## src/rtl/alu_slice_seq.sv

```systemverilog
// Runs 4*NSLICE-bit operations through one combinational 4-bit ALU core, LS slice first,
// chaining carry between slices and merging the per-slice results and flags.
module alu_slice_seq #(
   parameter int NSLICE = 2
) (
   input  logic                  CLK,
   input  logic                  RST,
   input  logic                  REQ_VALID,
   output logic                  REQ_READY,
   input  logic [3:0]            REQ_SEL,
   input  logic                  REQ_CI,
   input  logic [4*NSLICE-1:0]   REQ_A,
   input  logic [4*NSLICE-1:0]   REQ_B,
   output logic [3:0]            ALU_SEL,
   output logic                  ALU_CI,
   output logic [3:0]            ALU_A,
   output logic [3:0]            ALU_B,
   input  logic [3:0]            ALU_R,
   input  logic                  ALU_CO,
   input  logic                  ALU_OV,
   input  logic                  ALU_Z,
   input  logic                  ALU_S,
   output logic                  RSP_VALID,
   input  logic                  RSP_READY,
   output logic [4*NSLICE-1:0]   RSP_R,
   output logic                  RSP_CO,
   output logic                  RSP_OV,
   output logic                  RSP_Z,
   output logic                  RSP_S,
   output logic                  BUSY
);

   localparam int W  = 4 * NSLICE;
   localparam int IW = (NSLICE > 1) ? $clog2(NSLICE) : 1;
   localparam logic [IW-1:0] LAST_IDX = IW'(NSLICE - 1);

   localparam logic [1:0] ST_IDLE = 2'd0;
   localparam logic [1:0] ST_EXEC = 2'd1;
   localparam logic [1:0] ST_DONE = 2'd2;

   logic [1:0]    state_reg;
   logic [IW-1:0] idx_reg;
   logic [3:0]    sel_reg;
   logic          ci_reg;
   logic [W-1:0]  a_reg;
   logic [W-1:0]  b_reg;
   logic          carry_reg;
   logic          zacc_reg;
   logic          co_reg;
   logic          ov_reg;
   logic          z_reg;
   logic          s_reg;

   logic [3:0]    a_slice [NSLICE];
   logic [3:0]    b_slice [NSLICE];
   logic [3:0]    r_slice_reg [NSLICE];

   logic          exec;
   logic          last_slice;

   assign exec       = (state_reg == ST_EXEC);
   assign last_slice = (idx_reg == LAST_IDX);

   // Per-slice operand views and result registers; each result slice is
   // written only while the sequencer is on that slice.
   genvar gi;
   generate
      for (gi = 0; gi < NSLICE; gi++) begin : g_slice
         assign a_slice[gi]          = a_reg[4*gi +: 4];
         assign b_slice[gi]          = b_reg[4*gi +: 4];
         assign RSP_R[4*gi +: 4]     = r_slice_reg[gi];

         always_ff @(posedge CLK) begin
            if (RST) begin
               r_slice_reg[gi] <= 4'd0;
            end else if (exec && (idx_reg == IW'(gi))) begin
               r_slice_reg[gi] <= ALU_R;
            end
         end
      end
   endgenerate

   always_ff @(posedge CLK) begin
      if (RST) begin
         state_reg <= ST_IDLE;
         idx_reg   <= '0;
         sel_reg   <= 4'd0;
         ci_reg    <= 1'b0;
         a_reg     <= '0;
         b_reg     <= '0;
         carry_reg <= 1'b0;
         zacc_reg  <= 1'b1;
         co_reg    <= 1'b0;
         ov_reg    <= 1'b0;
         z_reg     <= 1'b0;
         s_reg     <= 1'b0;
      end else begin
         case (state_reg)
            ST_IDLE: begin
               if (REQ_VALID) begin
                  sel_reg   <= REQ_SEL;
                  ci_reg    <= REQ_CI;
                  a_reg     <= REQ_A;
                  b_reg     <= REQ_B;
                  idx_reg   <= '0;
                  carry_reg <= 1'b0;
                  zacc_reg  <= 1'b1;
                  state_reg <= ST_EXEC;
               end
            end
            ST_EXEC: begin
               carry_reg <= ALU_CO;
               zacc_reg  <= zacc_reg & ALU_Z;
               if (last_slice) begin
                  co_reg    <= ALU_CO;
                  ov_reg    <= ALU_OV;
                  s_reg     <= ALU_S;
                  z_reg     <= zacc_reg & ALU_Z;
                  idx_reg   <= '0;
                  state_reg <= ST_DONE;
               end else begin
                  idx_reg <= idx_reg + 1'b1;
               end
            end
            ST_DONE: begin
               if (RSP_READY) begin
                  state_reg <= ST_IDLE;
               end
            end
            default: state_reg <= ST_IDLE;
         endcase
      end
   end

   // Core is combinational: drive it straight from the latched operands.
   assign ALU_SEL = exec ? sel_reg : 4'd0;
   assign ALU_CI  = exec ? ((idx_reg == '0) ? ci_reg : carry_reg) : 1'b0;
   assign ALU_A   = exec ? a_slice[idx_reg] : 4'd0;
   assign ALU_B   = exec ? b_slice[idx_reg] : 4'd0;

   assign REQ_READY = (state_reg == ST_IDLE);
   assign RSP_VALID = (state_reg == ST_DONE);
   assign BUSY      = (state_reg == ST_EXEC) || (state_reg == ST_DONE);
   assign RSP_CO    = co_reg;
   assign RSP_OV    = ov_reg;
   assign RSP_Z     = z_reg;
   assign RSP_S     = s_reg;

endmodule

```

## config.mk

```make
export PLATFORM = sky130hd
export DESIGN_NAME = alu_slice_seq
export DESIGN_NICKNAME = d
export VERILOG_FILES = /design/src/rtl/alu_slice_seq.sv
export SDC_FILE = /design/constraint.sdc
export NUM_CORES = 1
export LEC_CHECK = 0
export ABC_AREA = 1
export CAP_MARGIN = 20
export CORE_MARGIN = 10
export CORE_UTILIZATION = 35
export CTS_CLUSTER_DIAMETER = 80
export DETAILED_ROUTE_END_ITERATION = 6
export DONT_BUFFER_PORTS = 1
export PLACE_DENSITY_LB_ADDON = 0.3
export SLEW_MARGIN = 0
export SYNTH_ARGS = -nofsm -noshare
export SYNTH_HDL_FRONTEND = slang
export SYNTH_SLANG_ARGS = --single-unit
```

## constraint.sdc

```tcl
create_clock -name CLK -period 1.3 [get_ports CLK]
set_input_delay 0.26 -clock CLK [delete_from_list [all_inputs] [get_ports CLK]]
set_output_delay 0.26 -clock CLK [all_outputs]
set_load 0.03 [all_outputs]
```

* Word-level counts from Yosys, hierarchy flattened
Memories as Yosys holds them, arrays and structs flattened.
Cells that the tools add are included.
** Word-level totals
- Register bits :: 30
- RAM bits :: 8
- Output and inout bits :: 28
- Memories :: 1
** Memories
- r_slice_reg :: words 2, bits a word 4, read ports 2, clocked after memory_dff 0, wr ports 2, RTL line 56 : logic [3:0] r_slice_reg [NSLICE];
** Operators by class
- Add/subtract/negate cells :: 1
- $lt $le $gt $ge :: 1
- Eq/ne operators :: 5
- Multiplexer cells :: 31
- Bitwise operators :: 5
- Reduce and logical (&&, ||, !) cells :: 9
** Operators with widths (number)
- 4-bit 2-to-1 mux :: 11
- 1-bit 2-to-1 mux :: 13
- 2-bit 2-to-1 mux :: 3
- 1-bit one-hot mux with 2 select lines :: 3
- 2-bit one-hot mux with 3 select lines :: 1
- 2-bit AND reduction :: 3
- 2-bit inequality test (second input constant) :: 2
- 3-bit AND reduction :: 1
- 2-bit by 1-bit == test with 1-bit output (second input constant) :: 1
- 2-bit == test (second input constant) :: 1
- 2-bit >= comparator (second input constant) :: 1
- 1-bit logical AND :: 2
- 2-bit logical NOT :: 1
- 2-bit by 1-bit inequality test with 1-bit output (second input constant) :: 1
- 1-bit inverter with 2-bit output :: 1
- 1-bit bitwise OR :: 2
- 2-bit nonzero test :: 1
- 1-bit adder (second input constant) :: 1
- 1-bit AND :: 1
- 1-bit logical OR :: 1
- 1-bit inverter :: 1

* Longest topological paths before layout
- Depth after elaboration :: 6
- Depth in mapped cells :: 7

* Least setup slack after synthesis
OpenSTA, ideal clock, no wires.
- Path type :: register to output
- From :: reg state_reg[1]
- To :: out ALU_A[0]
- Data arrival time :: 1302 ps
- Data required time :: 1040 ps
- Slack :: -262 ps
- Stages on the path, launching flop included :: 6
- Path buffers :: 1
- Cell sequence :: dfxtp_1 > inv_1 > ha_1 > clkbuf_1 > o21ai_0 > nor2_1
** Between the ends
- Word-level cells in the longest chain between the ends :: 2
** Ends and longest elaborated chain
- start: declaration :: RTL line 41 : logic [1:0] state_reg;
- start signal: assignment :: RTL line 85 : state_reg <= ST_IDLE;
- start signal: assignment :: RTL line 108 : state_reg <= ST_EXEC;
- start signal: assignment :: RTL line 120 : state_reg <= ST_DONE;
- 2-bit by 1-bit == test with 1-bit output :: RTL line 61 : assign exec = (state_reg == ST_EXEC);
- 4-bit 2-to-1 mux :: RTL line 138 : assign ALU_A = exec ? a_slice[idx_reg] : 4'd0;
- end: declaration :: RTL line 16 : output logic [3:0] ALU_A,
Every way passes these cells.

* Final worst setup path
- From :: reg state_reg[1]
- To :: out ALU_CI
** Between the ends
- Word-level cells in the longest chain between the ends :: 2
** Ends and longest elaborated chain
- 2-bit by 1-bit == test with 1-bit output :: RTL line 61
- 1-bit 2-to-1 mux :: RTL line 137 : assign ALU_CI = exec ? ((idx_reg == '0) ? ci_reg : carry_reg) : 1'b0;
- end: declaration :: RTL line 15 : output logic ALU_CI,
Every way passes these cells.

==> impl_metrics.tcl <==
set metrics [dict create \
    drcViolationCount 0 \
    worst_slack_ns -0.263 \
    synth_top_area_share_pct 36.8 \
    hp-class "in -> reg" \
    routed-via-count 1372 \
    syn_area_per_cell_sq_um 7.70 \
    crit_required_ns 1.04 \
    combPwrFrac_pct 48.6 \
    synth_top_area_cell "dfxtp_1" \
    period_share_pct 120 \
    power.leakage_nw 0.987 \
    utilization_pct 50.5 \
    synth.cell_area_sq_um 1630 \
    rrSetupSlack_ns 0 \
    yosys_warnings 0 \
    status "finished with violations" \
    cap_violations 0 \
    core_sq_um 4440 \
    sw_frac_of_total_pct 41.3 \
    start_util_pct 36.7 \
    drtIter0Drc 62 \
    firstDrtPassIters 4 \
    layout_common_cells "nor2_1, dfxtp_1, o21ai_1, buf_6, nand2_1" \
    clock-sinks 38 \
    diodes 0 \
    wl_microns 4360 \
    place.gp.congestion 0.762 \
    crit_buf_inv 3 \
    clkPwrFrac_pct 15.8 \
    synth_cells 212 \
    crit_type "reg -> out" \
    place_inst 276 \
    pre_cts_ws_ns -0.0735 \
    clkTransAtPathRegs_ns 0.08 \
    cts_max_level 2 \
    r2r_end "carry_reg" \
    n_fill_cell 442 \
    r2r_start "state_reg[1]" \
    numCtsBuffers 5 \
    synth_cell_types 18 \
    std_cell_rows 24 \
    dpl_cell_area_sq_um 1850 \
    cts_tree "yes" \
    layout_commonest_cell "nor2_1" \
    timing.fmax_mhz 640 \
    drive_gt1_share_pct 35.6 \
    p_switching_mw 2.04 \
    min_to "RSP_CO" \
    slew_headroom_pct 76.8 \
    finalSetupViolCount 16 \
    min_period_ns 1.56 \
    seqPwrFrac_pct 35.6 \
    multi_input_area_sq_um 863 \
    grt_pass1_wl_microns 6530 \
    violations "setup timing" \
    io_pins 61 \
    synthTopCellsByArea "dfxtp_1, nor2_1, edfxtp_1" \
    final_cells 288 \
    crit_slowest_cell "dfxtp_2" \
    worstSetupStartpointType "flop" \
    seq_area_frac_synth_pct 51.5 \
    port_buffers 0 \
    die_w_microns 88.3 \
    viasPerCell 4.76 \
    crit_path_max_incr_delay_ns 0.33 \
    finClkSkew_ns 0.00567 \
    crit_arrival_ns 1.30 \
    slew_viol_final 0 \
    first_global_vias 1329 \
    dieArea_sq_um 7800 \
    drtAntennaViolNets 0 \
    track_usage_pct 10.8 \
    grt_overflow 0 \
    clk_latency_ns 0.29 \
    worstMarginPinSlew_ns 0.347 \
    grt_max_degree 22 \
    num-nets-final 272 \
    fin_tns_setup_ns -3.02 \
    fin_area_sq_um 2240 \
    cp_top_family "buffers and inverters" \
    area_growth_pct 37.5 \
    hold_depth 1 \
    p_per_area_nw_per_um2 2200 \
    crit_path_end_kind "output port" \
    ff_latch_area_sq_um 847 \
    ir_worst_vdd_mv 1.27 \
    critPathMaxFanout 6 \
    rsz0062_at_grt "yes" \
    r2r_cells 8 \
    die_y_microns 88.3 \
    hold_start "RST" \
    syn_nets 249 \
    antenna_found_initial 0 \
    critical_path.cell_chain "inv_2 -> ha_4 -> buf_12 -> o21ai_1 -> nor2_2 -> buf_6" \
    ys_seq_elements 38 \
    cts_root_buf "clkbuf_8" \
    dp_hpwl_microns 3100 \
    cts_buffer_depth 2 \
    wl_per_cell_microns 15.1 \
    hold_violations 0 \
    intPower_mw 2.90 \
]
==> how the worst max path moves through the flow <==
stage | slack [ns] | endpoint | start | cells past startpoint
6_report | -0.26 | ALU_CI | state_reg[1] | 6
4_1_cts | -0.23 | ALU_A[3] | state_reg[1] | 6
3_3_place_gp | -0.04 | a_reg[7] | state_reg[0] | 6
5_1_grt | -0.32 | ALU_CI | state_reg[1] | 6
2_1_floorplan | -0.02 | a_reg[0] | state_reg[0] | 6
3_5_place_dp | -0.07 | a_reg[7] | state_reg[0] | 6
==> per-stage QoR <==
stage	hold slack (ns)	total power, mW
3_3_place_gp	0.330	3.51
5_1_grt	0.00978	5.25
3_5_place_dp	0.332	3.53
6_report	0.0245	4.94
2_1_floorplan	0.329	3.04
4_1_cts	0.0223	4.68
==> layer usage <==
layer  GRT usage (%)  routed length (microns)  up-vias
li1                -                        -      722
met1            12.5                     1880      608
met2            16.9                     2050       36
met3            4.78                      371        6
met4            4.85                       64        0
met5               0                        0        -
==> cells by family (layout without fill, tap and decap cells) <==
family                   Yosys count  count (layout)  synth area share (%)
adder cells (fa/ha/maj)            4               4                  3.07
AND/OR/NAND/NOR                  106             106                  26.5
flip-flops                        38              38                  51.5
buffers and inverters             27              51                  7.59
AO/OA/AOI/OAI                     37              37                  11.3
==> Yosys cell counts <==
cell      number
inv_1         14
buf_2          2
nand3_2        1
a21oi_1        6
nand2_4        2
nand3_1       11
o21ai_1        1
buf_6          1
clkbuf_1       3
o21ai_0       30
nor2_1        70
buf_4          3
clkbuf_2       1
inv_2          3
nand2_1       22
dfxtp_1       30
ha_1           4
edfxtp_1       8
==> cell type report <==
class / count / share of cell area, %
Clock inverter: 2 / 0.446
Timing Repair Buffer: 26 / 13.3
Multi-Input combinational cell: 147 / 38.5
Tap cell: 52 / 2.90
Clock buffer: 6 / 3.23
Inverter: 17 / 3.96
Sequential cell: 38 / 37.7
==> power by group through the flow <==
| stage | sequential, mW | clock [mW] | combinational, mW |
|---|---|---|---|
| after global placement | 1.74 | 0 | 1.77 |
| after global routing | 1.79 | 0.847 | 2.62 |
| final | 1.76 | 0.779 | 2.40 |
| after detailed placement | 1.74 | 0 | 1.79 |
| after CTS | 1.74 | 0.802 | 2.13 |
| after floorplan | 1.71 | 0 | 1.33 |
==> repair_timing <==
action	4_1_cts	5_1_grt
endpoints found under the hold margin	0	0
hold buffers	0	0
setup buffers	4	1
cloned	0	1
pin swaps	7	15
gates resized for setup	37	58
setup endpoints to repair	39	60
Note: power is estimated with default switching activity, not from simulation.
